**config.mk**
```make
export PLATFORM = sky130hd
export DESIGN_NAME = cpu_clock_ctrl
export DESIGN_NICKNAME = d
export VERILOG_FILES = /design/src/rtl/cpu_clock_ctrl.sv
export SDC_FILE = /design/constraint.sdc
export NUM_CORES = 1
export LEC_CHECK = 0
export ABC_AREA = 1
export BUFFER_PORTS_ARGS = -buffer_cell sky130_fd_sc_hd__buf_4
export CAP_MARGIN = 20
export CORE_ASPECT_RATIO = 1.4
export CORE_UTILIZATION = 49
export CTS_BUF_LIST = sky130_fd_sc_hd__clkbuf_4 sky130_fd_sc_hd__clkbuf_8
export DETAILED_ROUTE_END_ITERATION = 7
export PLACE_DENSITY = 0.8
export SYNTH_ARGS = -nofsm -noshare
export SYNTH_HDL_FRONTEND = slang
export SYNTH_SLANG_ARGS = --single-unit
export TNS_END_PERCENT = 1
```
**constraint.sdc**
```tcl
create_clock -name in_clk -period 2.7 [get_ports in_clk]
set_input_delay 0.135 -clock in_clk [delete_from_list [all_inputs] [get_ports in_clk]]
set_output_delay 0.135 -clock in_clk [all_outputs]
set_load 0.005 [all_outputs]
```
**src/rtl/cpu_clock_ctrl.sv**
```systemverilog
// cpu_clock_ctrl: decides on which in_clk cycles the CPU core advances.
// Supports free-run at 1/1, 1/2, 1/4 or 1/8 rate, single-step from a
// debounced push button, and a halt request from the core. Also counts
// every enable pulse it issues.
module cpu_clock_ctrl #(
  parameter int DEBOUNCE_CYCLES = 16,
  parameter int CNT_WIDTH       = 16
) (
  input  logic                 in_clk,
  input  logic                 rst,
  input  logic                 run,
  input  logic [1:0]           div_sel,
  input  logic                 step_btn,
  input  logic                 halt,
  output logic                 cpu_en,
  output logic [CNT_WIDTH-1:0] cycle_cnt,
  output logic [1:0]           state
);

  localparam int              DB_W    = $clog2(DEBOUNCE_CYCLES);
  localparam logic [DB_W-1:0] DB_LAST = DB_W'(DEBOUNCE_CYCLES - 1);

  typedef enum logic [1:0] {
    IDLE   = 2'd0,
    RUN    = 2'd1,
    STEP   = 2'd2,
    HALTED = 2'd3
  } state_t;

  state_t          cur_state;
  logic            sync_a;
  logic            sync_b;
  logic            db_level;
  logic            db_level_d;
  logic [DB_W-1:0] db_cnt;
  logic [2:0]      prescaler;
  logic [2:0]      mask;
  logic            tick;
  logic            step_req;
  logic            take_step;
  logic            run_pulse;

  // Two-flop synchronizer bringing the raw button into the in_clk domain
  always_ff @(posedge in_clk) begin
    if (rst) begin
      sync_a <= 1'b0;
      sync_b <= 1'b0;
    end else begin
      sync_a <= step_btn;
      sync_b <= sync_a;
    end
  end

  // Debounce: the accepted level only flips after DEBOUNCE_CYCLES differing samples in a row
  always_ff @(posedge in_clk) begin
    if (rst) begin
      db_level   <= 1'b0;
      db_level_d <= 1'b0;
      db_cnt     <= '0;
    end else begin
      db_level_d <= db_level;
      if (sync_b != db_level) begin
        if (db_cnt == DB_LAST) begin
          db_level <= sync_b;
          db_cnt   <= '0;
        end else begin
          db_cnt <= db_cnt + DB_W'(1);
        end
      end else begin
        db_cnt <= '0;
      end
    end
  end

  // A press is one cycle long: the rising edge of the debounced level
  assign step_req = db_level & ~db_level_d;

  // Rate mask: a tick whenever the low prescaler bits selected by div_sel are all zero
  always_comb begin
    mask = 3'b000;
    case (div_sel)
      2'd0:    mask = 3'b000;
      2'd1:    mask = 3'b001;
      2'd2:    mask = 3'b011;
      default: mask = 3'b111;
    endcase
  end

  assign tick      = (prescaler & mask) == 3'd0;
  assign take_step = (cur_state == IDLE) && !halt && !run && step_req;
  assign run_pulse = (cur_state == RUN) && run && !halt && tick;

  // Prescaler runs only in RUN so every entry into RUN starts with a tick
  always_ff @(posedge in_clk) begin
    if (rst || (cur_state != RUN)) begin
      prescaler <= 3'd0;
    end else begin
      prescaler <= prescaler + 3'd1;
    end
  end

  // Mode FSM with the registered enable; halt beats run, run beats a step press
  always_ff @(posedge in_clk) begin
    if (rst) begin
      cur_state <= IDLE;
      cpu_en    <= 1'b0;
    end else begin
      cpu_en <= run_pulse || take_step;
      case (cur_state)
        IDLE: begin
          if (halt) begin
            cur_state <= HALTED;
          end else if (run) begin
            cur_state <= RUN;
          end else if (step_req) begin
            cur_state <= STEP;
          end
        end
        RUN: begin
          if (halt) begin
            cur_state <= HALTED;
          end else if (!run) begin
            cur_state <= IDLE;
          end
        end
        STEP: begin
          cur_state <= IDLE;
        end
        HALTED: begin
          if (!halt) begin
            cur_state <= IDLE;
          end
        end
        default: begin
          cur_state <= IDLE;
        end
      endcase
    end
  end

  // Count every enable pulse handed to the core, wrapping naturally
  always_ff @(posedge in_clk) begin
    if (rst) begin
      cycle_cnt <= '0;
    end else if (cpu_en) begin
      cycle_cnt <= cycle_cnt + CNT_WIDTH'(1);
    end
  end

  assign state = cur_state;

endmodule
```
Word-level counts from Yosys, hierarchy flattened
Index checks and enable logic that the tools add are counted.
- latch bits: 0
- output and inout port bits: 19
- RAM bits: 0
- memories: 0
- ROM bits: 0
- register bits after elaboration: 30
- word-level logic and storage cells: 51
- order comparisons: 0
- bitwise logic cells: 4
- shift-type cells: 0
- equal/unequal tests: 11
- multiply operators: 0
- div/mod/pow operators: 0
- reductions and logical operators: 16
- muxes and demuxes: 8
- add/subtract/negate cells: 3
- operators by type and width (cell ; count):
    adder 16 x 1 -> 16 bit (second input constant) ; 1
    two-way mux 2 bit ; 6
    case mux 3 bit (3 select lines) ; 1
    case mux 2 bit (4 select lines) ; 1
    == test 2 bit (second input constant) ; 3
    logical AND 1 bit ; 6
    adder 4 x 1 -> 4 bit (second input constant) ; 1
    == test 2 x 1 -> 1 bit (second input constant) ; 2
    == test 4 bit (second input constant) ; 1
    zero test 2 bit ; 2
    inequality test 4 bit (second input constant) ; 1
    adder 3 x 1 -> 3 bit (second input constant) ; 1
    AND 3 bit ; 1
    zero test 3 bit ; 1
    inequality test 3 bit (second input constant) ; 1
    AND reduction 3 bit ; 1
    OR reduction 3 bit ; 1
    zero test 1 bit ; 2
    logical OR 1 bit ; 2
    inequality test 2 x 1 -> 1 bit (second input constant) ; 1
    inequality test 2 bit (second input constant) ; 1
    inverter 1 bit ; 2
    AND reduction 2 bit ; 1
    AND 1 bit ; 1
    inequality test 1 bit ; 1

Logic depth before layout (Yosys ltp)
- depth after elaboration: 6
- gate-level depth with buffers: 9
- mapped depth without buffers: 9

Worst setup path after synthesis
No wires, ideal clock.
- path kind: reg2reg
- from: reg cycle_cnt[0]
- to: reg cycle_cnt[10]
- stages on the path, launching flop included: 9
- arrival: 1.075 ns
- clock period less this slack: 1.187 ns
- path buffers: 0
- slack: 1.513 ns
- setup time: 0.113 ns
- required time: 2.587 ns
- cells stage by stage: dfxtp_1 -> ha_1 -> nand2_2 -> inv_2 -> nand2_4 -> nor2_8 -> nand2_1 -> nor2_1 -> nor2_1
- cells in the longest elaborated chain, start to end: 1
- RTL lines (what ; line ; source):
    from (decl) ; 16 ; output logic [CNT_WIDTH-1:0] cycle_cnt,
    from (signal assigned) ; 146 ; cycle_cnt <= cycle_cnt + CNT_WIDTH'(1);
    adder 16 x 1 -> 16 bit ; 146 ;
Every way passes these cells.
A chain may end at the register's enable or synchronous reset.

Worst setup path after layout
Same ends and word-level chain as after synthesis.

==> flow_metrics.py <==
metrics = {
    "detailed_routing": {
        "routed_antenna_nets": 0,
        "wl_per_cell_microns": 9.55,
        "drt_pass1_iterations": 4,
        "total_length_of_routed_wires_mm": 2.51,
        "drc_errors": 0,
        "vias_per_cell": 4.78,
        "route.vias.total": 1257,
        "detailedRoute.firstIterationViolations": 33,
    },
    "global_route": {
        "grt_max_degree": 17,
        "grt_usage": 0.199,
        "grt_pass1_wl_mm": 4.35,
        "residual_overflow_from_global_routing": 0,
        "grt_antenna_before_repair": 0,
        "number_of_global_route_vias_before_repair": 1077,
    },
    "timing": {
        "hold_violations": 0,
        "slew-limit-headroom": 0.702,
        "rsz_0062_raised_after_global_routing": "false",
        "tns_ps": 0,
        "post-route-period-util": 0.486,
        "clock-skew-final_ps": 12.8,
        "final_critical_path_setup_slack_ps": 1390,
        "timing.final.crit_period_ps": 1310,
        "drv_slew": 0,
        "clock.fmax_mhz": 761,
        "whs_ps": 48.9,
        "setup_viol": 0,
        "worst_pin_slew_ps": 446,
    },
    "yosys": {
        "main_combinational_cell_family_by_area_after_synthesis": "simple AND/OR/NAND/NOR gates",
        "synth_largest_type_area_fraction": 0.427,
        "netlist_area_sq_mm": 0.00141,
        "fraction_of_synthesized_area_in_multiplexers": 0,
        "yosysSeqAreaShare": 0.427,
        "avgSynthCellArea_sq_um": 7.17,
        "post_synth_xor_area_fraction": 0.0249,
        "synth_area_leader_cell": "sky130_fd_sc_hd__dfxtp_1",
        "synth_simple_gate_area_frac": 0.333,
        "postSynth.asyncResetShare": 0,
        "warning_count_from_the_yosys_run": 0,
        "synth-compound-area-share": 0.0917,
        "number_of_flops_mapped_to_enable_cells_by_yosys": 0,
        "synth.distinct_cells": 24,
        "synthFlopType": "sky130_fd_sc_hd__dfxtp_1",
        "post_synth_fa_ha_maj_area_fraction": 0.0267,
        "synth_cells": 196,
        "synth_nets": 206,
        "ys_top_cells_by_area": "sky130_fd_sc_hd__dfxtp_1, sky130_fd_sc_hd__nand2_1, sky130_fd_sc_hd__nor2_1",
        "ys_ff_latch": 30,
    },
    "worst_setup_path": {
        "timing.critical_path.to_type": "register",
        "arr_time_crit_path_ps": 1590,
        "path_class": "reg2reg",
        "reg2reg_slack_ps": 1390,
        "crit_fanout": 8,
        "startpoint_type": "register",
        "worst-endpoint-required_ps": 2970,
    },
    "place": {
        "dpl.hpwl_mm": 1.87,
        "place.detailed.instances": 254,
        "post-place-ws_ps": 1410,
        "place.port_buffers": 25,
        "gp_congestion": 0.767,
    },
    "cells_and_area": {
        "layout.cells.non_filler": 263,
        "n_antenna_cell": 0,
        "area_added_between_synthesis_and_finish_pct": 21.9,
        "layout_common_cells": "sky130_fd_sc_hd__nor2_1, sky130_fd_sc_hd__nand2_1, sky130_fd_sc_hd__dfxtp_1, sky130_fd_sc_hd__inv_1, sky130_fd_sc_hd__buf_4",
        "final_layout_size_suffix_gt1_frac": 0.203,
        "numnets_final": 236,
    },
    "clocking": {
        "cts.path.max_buffers": 2,
        "cts.sinks": 30,
        "ctsRootBufferMaster": "sky130_fd_sc_hd__clkbuf_4",
        "tritoncts_clock_tree": "built",
        "postCtsSetupBuffers": 0,
        "cts_made_buffers": 5,
        "worstSkewPairLatency_ps": 330,
        "htreeDepth": 2,
        "clk_transition_reported_paths_ps": 90,
    },
    "floorplanning": {
        "io_pins": 26,
        "placeableCoreArea_sq_mm": 0.00267,
        "die-area_sq_mm": 0.00309,
        "die_width_microns": 47.3,
        "fp.dieH_microns": 65.4,
        "floorplan.initialDensity": 0.526,
        "num_rows": 22,
    },
    "run": {
        "drv.max_cap_violation_count": 0,
    },
    "run_status": {
        "status": "finished, final reports clean",
    },
    "power_and_ir_drop": {
        "worst_ir_drop_vdd_mv": 0.431,
        "power_leakage_nw": 0.818,
        "power_density_mw_per_mm2": 509,
        "total_power_mw": 0.872,
    },
    "min_path": {
        "timing.hold.worst.class": "in2reg",
    },
}
-- sequential cells by signal (all words and copies together), names as in the netlist --
| register | cells |
|---|---|
| cycle_cnt | 16 |
| db_cnt | 4 |
| prescaler | 3 |
| state | 2 |
| cpu_en | 1 |
| db_level | 1 |
| db_level_d | 1 |
| sync_a | 1 |
| sync_b | 1 |
-- where the power goes --
| group | internal (mW) | switching (mW) | leakage (nW) |
|---|---|---|---|
| clock | 0.216 | 0.142 | 0.0463 |
| sequential | 0.451 | 0.00927 | 0.243 |
| combinational | 0.0254 | 0.0278 | 0.529 |
-- cell families (layout without fill, tap and decap cells) --
family	after synthesis	in the layout
simple gates	100	100
buf+inv	34	65
compound gates	25	25
fa+ha+maj	3	3
flops	30	30
xor+xnor	4	4
-- final timing paths --
path	startpoint	depth (start not counted)	to
worst max-delay path	cycle_cnt[0]$_SDFFE_PP0P_	9	cycle_cnt[10]$_SDFFE_PP0P_
worst min-delay path	rst	2	cycle_cnt[9]$_SDFFE_PP0P_
worst max register to register	cycle_cnt[0]$_SDFFE_PP0P_	9	cycle_cnt[10]$_SDFFE_PP0P_
worst min register to register	sync_a$_SDFF_PP0_	2	sync_b$_SDFF_PP0_
-- cells in the mapped netlist (3+ instances only) --
master,number
sky130_fd_sc_hd__nand3_1,11
sky130_fd_sc_hd__nor3_1,6
sky130_fd_sc_hd__inv_1,29
sky130_fd_sc_hd__dfxtp_1,30
sky130_fd_sc_hd__nand2_1,35
sky130_fd_sc_hd__nand2_2,4
sky130_fd_sc_hd__o21ai_0,9
sky130_fd_sc_hd__a21oi_1,12
sky130_fd_sc_hd__nor2_4,3
sky130_fd_sc_hd__xor2_1,3
sky130_fd_sc_hd__nor2_1,35
sky130_fd_sc_hd__ha_1,3
-- stage by stage --
step	area (sq um)	utilization
after floorplan	1410	-
after global placement	1620	0.607
after detailed placement	1620	0.607
after CTS	1710	0.642
after global routing	1710	0.642
final	1710	0.642
-- worst max-delay path: stages (launching register included) --
cell	delay, ps
sky130_fd_sc_hd__dfxtp_1	440
sky130_fd_sc_hd__ha_1	200
sky130_fd_sc_hd__nand2_2	60
sky130_fd_sc_hd__inv_2	80
sky130_fd_sc_hd__nand2_4	70
sky130_fd_sc_hd__nor2_8	160
sky130_fd_sc_hd__nand2_1	80
sky130_fd_sc_hd__nand2_1	70
sky130_fd_sc_hd__nand2_1	40
sky130_fd_sc_hd__nor2_1	90
-- routing by layer --
layer	global-route usage	part of all wire	wire, microns	up-vias
met3	0.0797	0.049	124	7
met2	0.320	0.49	1240	32
li1	-	-	-	672
met1	0.213	0.43	1090	546
met5	0	0	0	-
met4	0.107	0.026	65	0
-- layout make-up --
type,count,area [sq um]
Clock buffer,7,52.6
Clock inverter,1,30.0
Fill cell,268,957
Inverter,31,118
Multi-Input combinational cell,132,669
Sequential cell,30,601
Tap cell,36,45.0
Timing Repair Buffer,26,198
-- what timing repair did --
| item | in CTS | in global routing |
|---|---|---|
| hold buffers | 1 | 0 |
| gates resized for setup | 0 | 0 |
| setup endpoints to repair | 0 | 0 |
| endpoints found under the hold margin | 1 | 0 |
Power figures use the tool's default switching activity.
